## config.mk

```make
export PLATFORM = sky130hd
export DESIGN_NAME = sbox_layer_ctrl
export DESIGN_NICKNAME = d
export VERILOG_FILES = /design/src/rtl/sbox_layer_ctrl_pkg.sv /design/src/rtl/sbox_layer_ctrl_share_shift_reg.sv /design/src/rtl/sbox_layer_ctrl.sv
export SDC_FILE = /design/constraint.sdc
export NUM_CORES = 1
export LEC_CHECK = 0
export BUFFER_PORTS_ARGS = -buffer_cell sky130_fd_sc_hd__buf_2
export CORE_AREA = 2 2 227 229
export CTS_CLUSTER_DIAMETER = 40
export DETAILED_ROUTE_END_ITERATION = 8
export DIE_AREA = 0 0 229 231
export PLACE_DENSITY = 0.75
export SYNTH_ARGS = -nofsm -noshare
export SYNTH_HDL_FRONTEND = slang
export SYNTH_SLANG_ARGS = --single-unit
```

## constraint.sdc

```tcl
create_clock -name clk -period 23.9 [get_ports clk]
set_clock_uncertainty 0.2 [all_clocks]
set_input_delay 2.39 -clock clk [delete_from_list [all_inputs] [get_ports clk]]
set_output_delay 2.39 -clock clk [all_outputs]
set_load 0.01 [all_outputs]
```

## src/rtl/sbox_layer_ctrl_pkg.sv

```systemverilog
// Shared widths and FSM state type for the Midori64 masked S-box layer sequencer.
package sbox_layer_ctrl_pkg;
    localparam int unsigned SLICE_W = 8;
    localparam int unsigned RND_W   = 72;
    localparam int unsigned STATE_W = 64;
    localparam int unsigned NSLICE  = 8;
    localparam int unsigned CNT_W   = 4;

    typedef enum logic [1:0] {
        IDLE,
        FEED,
        DRAIN,
        DONE
    } state_t;
endpackage

```

## src/rtl/sbox_layer_ctrl_share_shift_reg.sv

```systemverilog
// 64-bit share register with parallel load and right shift by one byte slice.
// The top byte is refilled either from i_in_byte or from its own old top byte (SELF_FILL).
module share_shift_reg
    import sbox_layer_ctrl_pkg::*;
#(
    parameter int unsigned OUT_LSB   = 0,
    parameter int unsigned OUT_W     = STATE_W,
    parameter bit          SELF_FILL = 1'b0
) (
    input  logic               clk,
    input  logic               rst,
    input  logic               i_clear,
    input  logic               i_load,
    input  logic [STATE_W-1:0] i_load_val,
    input  logic               i_shift,
    input  logic [SLICE_W-1:0] i_in_byte,
    output logic [OUT_W-1:0]   o_q
);
    logic [STATE_W-1:0] r_q;
    logic [SLICE_W-1:0] w_fill;

    assign w_fill = SELF_FILL ? r_q[STATE_W-1 -: SLICE_W] : i_in_byte;

    always_ff @(posedge clk or posedge rst) begin
        if (rst) begin
            r_q <= '0;
        end else if (i_clear) begin
            r_q <= '0;
        end else if (i_load) begin
            r_q <= i_load_val;
        end else if (i_shift) begin
            r_q <= {w_fill, r_q[STATE_W-1:SLICE_W]};
        end
    end

    // Only the window the parent actually consumes is exported.
    assign o_q = r_q[OUT_LSB +: OUT_W];
endmodule

```

## src/rtl/sbox_layer_ctrl.sv

```systemverilog
// Sequences one 3-share Midori64 S-box layer through an external two-nibble S-box pair.
// Optional macro SBCTRL_SHARE_CLEAR_EN: zero consumed share bytes, idle sb_in* and used results.
module sbox_layer_ctrl
    import sbox_layer_ctrl_pkg::*;
#(
    parameter int unsigned SBOX_LAT = 2
) (
    input  logic               clk,
    input  logic               rst,
    input  logic               start,
    output logic               busy,
    output logic               done,
    input  logic [STATE_W-1:0] st_in1,
    input  logic [STATE_W-1:0] st_in2,
    input  logic [STATE_W-1:0] st_in3,
    output logic [STATE_W-1:0] st_out1,
    output logic [STATE_W-1:0] st_out2,
    output logic [STATE_W-1:0] st_out3,
    input  logic [RND_W-1:0]   rnd,
    input  logic               rnd_valid,
    output logic               rnd_ready,
    output logic [SLICE_W-1:0] sb_in1,
    output logic [SLICE_W-1:0] sb_in2,
    output logic [SLICE_W-1:0] sb_in3,
    output logic [RND_W-1:0]   sb_r,
    input  logic [SLICE_W-1:0] sb_out1,
    input  logic [SLICE_W-1:0] sb_out2,
    input  logic [SLICE_W-1:0] sb_out3
);
    localparam logic [CNT_W-1:0] LAST = CNT_W'(NSLICE - 1);
    localparam int unsigned      RHI_W = STATE_W - SLICE_W;

    state_t             r_state, w_state_nx;
    logic [CNT_W-1:0]   r_iss, r_col;
    // Bit 0 is aligned with sb_in*, so the tail bit lines up with sb_out* SBOX_LAT cycles later.
    logic [SBOX_LAT:0]  r_vpipe;
    logic               w_start_acc, w_xfer, w_collect, w_last_col, w_res_clr;
    logic [SLICE_W-1:0] w_lo1, w_lo2, w_lo3;
    logic [RHI_W-1:0]   w_rhi1, w_rhi2, w_rhi3;

`ifdef SBCTRL_SHARE_CLEAR_EN
    localparam bit IN_SELF_FILL = 1'b0;
    assign w_res_clr = (r_state == DONE);
`else
    localparam bit IN_SELF_FILL = 1'b1;
    assign w_res_clr = 1'b0;
`endif

    assign w_start_acc = (r_state == IDLE) && start;
    assign w_xfer      = (r_state == FEED) && rnd_valid;
    assign w_collect   = r_vpipe[SBOX_LAT];
    assign w_last_col  = w_collect && (r_col == LAST);

    always_comb begin
        w_state_nx = r_state;
        busy       = 1'b0;
        done       = 1'b0;
        rnd_ready  = 1'b0;
        case (r_state)
            IDLE: begin
                if (start) w_state_nx = FEED;
            end
            FEED: begin
                busy      = 1'b1;
                rnd_ready = 1'b1;
                if (w_xfer && (r_iss == LAST)) w_state_nx = DRAIN;
            end
            DRAIN: begin
                busy = 1'b1;
                if (w_last_col) w_state_nx = DONE;
            end
            DONE: begin
                done       = 1'b1;
                w_state_nx = IDLE;
            end
            default: w_state_nx = IDLE;
        endcase
    end

    always_ff @(posedge clk or posedge rst) begin
        if (rst) begin
            r_state <= IDLE;
            r_iss   <= '0;
            r_col   <= '0;
            r_vpipe <= '0;
            sb_in1  <= '0;
            sb_in2  <= '0;
            sb_in3  <= '0;
            sb_r    <= '0;
            st_out1 <= '0;
            st_out2 <= '0;
            st_out3 <= '0;
        end else begin
            r_state <= w_state_nx;
            r_vpipe <= {r_vpipe[SBOX_LAT-1:0], w_xfer};
            if (w_start_acc) begin
                r_iss <= '0;
                r_col <= '0;
            end
            if (w_xfer) begin
                r_iss  <= r_iss + CNT_W'(1);
                sb_in1 <= w_lo1;
                sb_in2 <= w_lo2;
                sb_in3 <= w_lo3;
                sb_r   <= rnd;
            end else begin
                sb_r <= '0;
`ifdef SBCTRL_SHARE_CLEAR_EN
                sb_in1 <= '0;
                sb_in2 <= '0;
                sb_in3 <= '0;
`endif
            end
            if (w_collect) r_col <= r_col + CNT_W'(1);
            // The final slice is merged on the fly so st_out* is already valid while done is high.
            if (w_last_col) begin
                st_out1 <= {sb_out1, w_rhi1};
                st_out2 <= {sb_out2, w_rhi2};
                st_out3 <= {sb_out3, w_rhi3};
            end
        end
    end

    share_shift_reg #(.OUT_LSB(0), .OUT_W(SLICE_W), .SELF_FILL(IN_SELF_FILL)) u_in1 (
        .clk(clk), .rst(rst), .i_clear(1'b0), .i_load(w_start_acc), .i_load_val(st_in1),
        .i_shift(w_xfer), .i_in_byte('0), .o_q(w_lo1));
    share_shift_reg #(.OUT_LSB(0), .OUT_W(SLICE_W), .SELF_FILL(IN_SELF_FILL)) u_in2 (
        .clk(clk), .rst(rst), .i_clear(1'b0), .i_load(w_start_acc), .i_load_val(st_in2),
        .i_shift(w_xfer), .i_in_byte('0), .o_q(w_lo2));
    share_shift_reg #(.OUT_LSB(0), .OUT_W(SLICE_W), .SELF_FILL(IN_SELF_FILL)) u_in3 (
        .clk(clk), .rst(rst), .i_clear(1'b0), .i_load(w_start_acc), .i_load_val(st_in3),
        .i_shift(w_xfer), .i_in_byte('0), .o_q(w_lo3));

    share_shift_reg #(.OUT_LSB(SLICE_W), .OUT_W(RHI_W), .SELF_FILL(1'b0)) u_res1 (
        .clk(clk), .rst(rst), .i_clear(w_res_clr), .i_load(1'b0), .i_load_val('0),
        .i_shift(w_collect), .i_in_byte(sb_out1), .o_q(w_rhi1));
    share_shift_reg #(.OUT_LSB(SLICE_W), .OUT_W(RHI_W), .SELF_FILL(1'b0)) u_res2 (
        .clk(clk), .rst(rst), .i_clear(w_res_clr), .i_load(1'b0), .i_load_val('0),
        .i_shift(w_collect), .i_in_byte(sb_out2), .o_q(w_rhi2));
    share_shift_reg #(.OUT_LSB(SLICE_W), .OUT_W(RHI_W), .SELF_FILL(1'b0)) u_res3 (
        .clk(clk), .rst(rst), .i_clear(w_res_clr), .i_load(1'b0), .i_load_val('0),
        .i_shift(w_collect), .i_in_byte(sb_out3), .o_q(w_rhi3));
endmodule
```

=== After elaboration in Yosys (flattened, before gate mapping) ===
Index checks and enable logic that the tools add are counted.

* Reductions and logical operators: 9
* Muxes and demuxes: 17
* $add $sub $neg: 2
* Equality and inequality tests: 8

{| class="wikitable"
|+ Operators with widths
! operator !! number
|-
| 64-bit two-way mux || 3
|-
| 56-bit two-way mux || 3
|-
| 72-bit two-way mux || 1
|-
| 4-bit two-way mux || 3
|-
| 4-bit by 1-bit adder with 4-bit output, second input constant || 2
|-
| 4-bit by 3-bit == test with 1-bit output, second input constant || 2
|-
| 2-bit case mux with 4 select lines || 1
|-
| 2-bit two-way mux || 3
|-
| 2-bit == test, second input constant || 2
|-
| 1-bit logical AND || 4
|-
| 2-bit != test, second input constant || 2
|-
| 2-bit nonzero test || 2
|-
| 1-bit two-way mux || 3
|-
| 3-bit AND reduction || 1
|-
| 2-bit by 1-bit == test with 1-bit output, second input constant || 1
|-
| 2-bit logical NOT || 1
|-
| 2-bit by 1-bit != test with 1-bit output, second input constant || 1
|-
| 2-bit OR reduction || 1
|}

* Input port bits: 292
* Register bits after elaboration: 685
* Word-level logic and storage cells: 56
* Output and inout bits: 291

=== Depth between registers and ports, before layout ===
* Word-level depth: 5
* Gate-level depth with buffers: 8
* Mapped depth without buffers: 6

=== Modules after synthesis ===
From an unflattened synthesis, not the netlist that was laid out.

* Cells, all modules: 2277
* Area, all modules: 30365.4 um^2

{| class="wikitable"
|+ Modules (own cells, without submodules)
! module !! times used !! seq. area each (um^2) !! area an instance (um^2) !! cells each
|-
| sbox_layer_ctrl || 1 || 7532.2 || 11740.0 || 675
|-
| share_shift_reg at u_in1 ... || 3 || 1601.5 || 3299.4 || 284
|-
| share_shift_reg at u_res1 ... || 3 || 1401.3 || 2909.0 || 250
|}

=== Worst setup path before layout ===
No wires, ideal clock.

* Path type: input port to flip-flop
* From: input rnd_valid
* To: register r_state[1]
* Data required time: 23.573 ns
* Slack: 20.295 ns
* Buffers on the path: 1
* Arrival time: 3.277 ns
* Library setup time: 0.127 ns
* Stages: 4
* Cells stage by stage: buf_4 -> nand4b_1 -> a221o_1 -> mux2_1

* Cells in the longest elaborated chain, start to end: 4

{| class="wikitable"
|+ RTL lines
! what !! line !! source
|-
| start: declaration || sbox_layer_ctrl.sv:20 || <nowiki>input logic rnd_valid,</nowiki>
|-
| 1-bit logical AND || sbox_layer_ctrl.sv:50 || <nowiki>assign w_xfer = (r_state == FEED) && rnd_valid;</nowiki>
|-
| 1-bit logical AND || sbox_layer_ctrl.sv:66 || <nowiki>if (w_xfer && (r_iss == LAST)) w_state_nx = DRAIN;</nowiki>
|-
| 2-bit by 1-bit != test with 1-bit output (no line) || - ||
|-
| 3-bit AND reduction (no line) || - ||
|-
| end signal: assignment || sbox_layer_ctrl.sv:94 || <nowiki>r_state <= w_state_nx;</nowiki>
|-
| end: declaration || sbox_layer_ctrl.sv:33 || <nowiki>state_t r_state, w_state_nx;</nowiki>
|}

Every way passes these cells.
A chain may end at the register's enable or synchronous reset.

=== Final worst setup path ===
* From: input rnd_valid
* To: register u_in1.r_q[17]

* Cells in the longest elaborated chain, start to end: 2

{| class="wikitable"
|+ RTL lines
! what !! line !! source
|-
| 1-bit logical AND || sbox_layer_ctrl.sv:50 ||
|-
| 2-bit nonzero test (no line) || - ||
|-
| end signal: assignment || sbox_layer_ctrl_share_shift_reg.sv:30 || <nowiki>r_q <= i_load_val;</nowiki>
|-
| end signal: assignment || sbox_layer_ctrl_share_shift_reg.sv:32 || <nowiki>r_q <= {w_fill, r_q[STATE_W-1:SLICE_W]};</nowiki>
|-
| end: declaration || sbox_layer_ctrl_share_shift_reg.sv:19 || <nowiki>logic [STATE_W-1:0] r_q;</nowiki>
|}

Every way passes these cells.

==> run_results.csv <==
group,metric,value,unit
status,status,"finished, final reports clean",
route,drtPass1Iterations,6,
grt,met3_usage,0.0698,
clock_network,ctsHoldBuffers,0,
setup_path,path_delay_family,"buffers and inverters",
grt,grt_max_degree,278,
setup_path,slowest_stage,"inv_6",
hold_path,hp-class,"flop to flop",
final_layout,multi_input_area,0.00832,mm^2
final_layout,most-common-layout-cells,"dfrtp_1 (660), buf_2 (582), nand2_1 (489), mux2_1 (183), mux2_2 (179)",
setup_path,critPathMaxFanout,124,
setup_path,end_kind,"flop",
sta,fmax,183,MHz
grt,grt_use_met2,0.413,
clock_network,ctsHtreeMaxLevel,3,
grt,grt_pass1_vias,18600,
clock_network,insertion_delay,0.61,ns
sta,rsz0062_at_grt,"false",
synth,seq_area_frac_synth,0.650,
sta,finalSetupViolCount,0,
final_layout,register_area,0.0165,mm^2
route,drc,0,
grt,busiest_layer,"met2",
floorplanning,rows,83,
route,num_vias,18000,
setup_path,cpPeakStageDelay,0.86,ns
setup_path,path_buf_inv,3,
floorplanning,dieArea,0.0529,mm^2
clock_network,postCtsSetupRepairBufs,0,
sta,fin_hold_ws,0.145,ns
power,ir_worst_vdd,0.0834,mV
setup_path,cp.required,24.21,ns
sta,slew-limit-headroom,0.126,
setup_path,worst-setup-path-type,"input pin to flop",
final_layout,layout_commonest_cell,"dfrtp_1",
clock_network,cts_tree,"done",
synth,syn_nets,2395,
final_layout,layout.nets,2944,
sta,final_hold_viol_count,0,
sta,slew_viol_final,0,
grt,antenna_found_initial,16,
clock_network,clockRootBuffer,"clkbuf_16",
clock_network,clkSinkCount,661,
sta,setup_tns,0,ns
final_layout,fillers,3912,
floorplanning,initial_core_util,0.502,
clock_network,cts-resized-gates,0,
synth,synth.avg_cell_area,12.1,um^2
floorplanning,fp.coreArea,0.0507,mm^2
synth,syn-cell-area,0.0255,mm^2
sta,timing.final.crit_share,0.229,
clock_network,clk_pin_slew,0.05,ns
final_layout,syn2layout_area_growth,25.7,%
grt,grtUsageMet1,0.320,
route,ant_nets,0,
placement,io_buffers,582,
sta,fin_crit,5.48,ns
setup_path,arrival,5.79,ns
power,p_leak,0.0170,uW
final_layout,fin_area,0.0320,mm^2
synth,synth.ff_latch_count,661,
route,drt_iter0_drc,1320,
placement,dpl_cell_area,0.0288,mm^2
grt,grt_pass1_wl,104000,um
final_layout,drive_gt1_frac,0.347,
route,vias_per_cell,5.29,
floorplanning,fp.dieW,229,um
synth,synth_edf_count,0,
placement,gp_routability_congestion,0.922,
setup_path,crit_path_start_kind,"input pin",
power,power_density,124,mW/mm^2
sta,tightest_slew,1.31,ns
route,routed_wl,66500,um
route,routedWlPerCell,19.5,um
job,maxCapViolCount,0,
grt,grt_usage,0.251,
grt,grt.overflow.total,0,
synth,synth_warnings,0,
clock_network,clk_path_buf_depth,3,
synth,synth_cell_types,25,
setup_path,worstPathCellList,"buf_2 -> nand2_8 -> inv_6 -> buf_4 -> nand2_1 -> a31oi_1",
floorplanning,io_pins,583,
floorplanning,die_h,231,um
synth,syn-instance-count,2096,
placement,hpwl,44900,um
synth,synth_top_flop_cell,"dfrtp_1",
synth,async_reset_ff_frac,1.00,
clock_network,cts_made_buffers,91,
## layout make-up
cell class                      instances  share of cell area
Sequential cell                       661               0.517
Tap cell                              680              0.0266
Antenna cell                            6            0.000469
Timing Repair Buffer                  597              0.0957
Multi-Input combinational cell       1290               0.260
Clock inverter                         65              0.0235
Clock buffer                          105              0.0757
Inverter                                4            0.000860
## flip-flops by register name, summed over array words and instances, names as in the netlist, 3 cells and up
| register | flops |
|---|---|
| r_col | 4 |
| u_res3.r_q | 56 |
| st_out1 | 64 |
| u_res1.r_q | 56 |
| sb_in2 | 8 |
| u_in3.r_q | 64 |
| u_in2.r_q | 64 |
| sb_in3 | 8 |
| st_out3 | 64 |
| r_vpipe | 3 |
| sb_r | 72 |
| sb_in1 | 8 |
| u_in1.r_q | 64 |
| r_iss | 4 |
| u_res2.r_q | 56 |
| st_out2 | 64 |
## power by group
part           total [uW]  internal [uW]  switching [uW]
logic                 849            393             456
registers            1750           1500             255
clock network        1370            843             531
## worst reg2reg max path: cells and delay by family (launching register included)
| family | cells | cell delay (ns) |
|---|---|---|
| flip-flops | 1 | 0.42 |
| AO/OA/AOI/OAI | 1 | 0.24 |
| adder cells (fa/ha/maj) | 1 | 0.15 |
| AND/OR/NAND/NOR | 2 | 0.72 |
| buffers and inverters | 4 | 2.22 |
## kinds of logic (layout without fill, tap and decap cells)
family / Yosys count / count (layout) / synth area share
buffers and inverters: 145 / 771 / 0.0243
DFF: 661 / 661 / 0.650
muxes: 365 / 365 / 0.161
AOI/OAI and AO/OA: 175 / 175 / 0.0430
and+or+nand+nor: 740 / 740 / 0.117
other: 0 / 6 / 0
xor gates and xnor gates: 3 / 3 / 0.00103
adders and majority gates: 7 / 7 / 0.00344
## layer usage
metal	up-vias	part of all wire
met5	-	0.0019
met4	18	0.027
met3	125	0.074
met2	595	0.49
met1	9086	0.41
li1	8216	-
## synth_stat cells, types with 2 or more instances
master    count  share of area
and3_1       72          0.018
mux2i_1       3         0.0012
buf_1        21         0.0031
a31oi_1     168          0.041
mux2_1      183          0.081
mux2_2      179          0.079
clkbuf_1     62         0.0091
nand4b_1      2        0.00069
inv_1         3        0.00044
nand2_1     490          0.072
dfrtp_1     661           0.65
nor2_1      168          0.025
nand3_1       5        0.00098
buf_2        57          0.011
ha_1          7         0.0034
xor2_1        3         0.0010
o21ai_0       4        0.00079
## final timing paths
check                           start             end  slack (ns)  cells past startpoint
max                         rnd_valid   u_in1.r_q[17]       18.42                      6
min                        r_vpipe[1]      r_vpipe[2]        0.15                      0
max reg2reg                r_state[1]   u_in1.r_q[17]       19.85                      8
min reg2reg                r_vpipe[1]      r_vpipe[2]        0.15                      0
max in group asynchronous         rst      r_vpipe[2]       18.71                      5
min in group asynchronous         rst  u_res1.r_q[17]        1.71                      2
## through the flow
step                std cells  worst slack, ns  utilization  total power (uW)
global placement         3232            17.87        0.568              2550
global route             3405            18.02        0.631              4200
floorplan                2096             2.79            -              2300
CTS                      3402            18.42        0.631              4010
finish                   3408            18.42        0.631              3980
detailed placement       3232            17.76        0.568              2610
(Power assumes the default switching activity.)
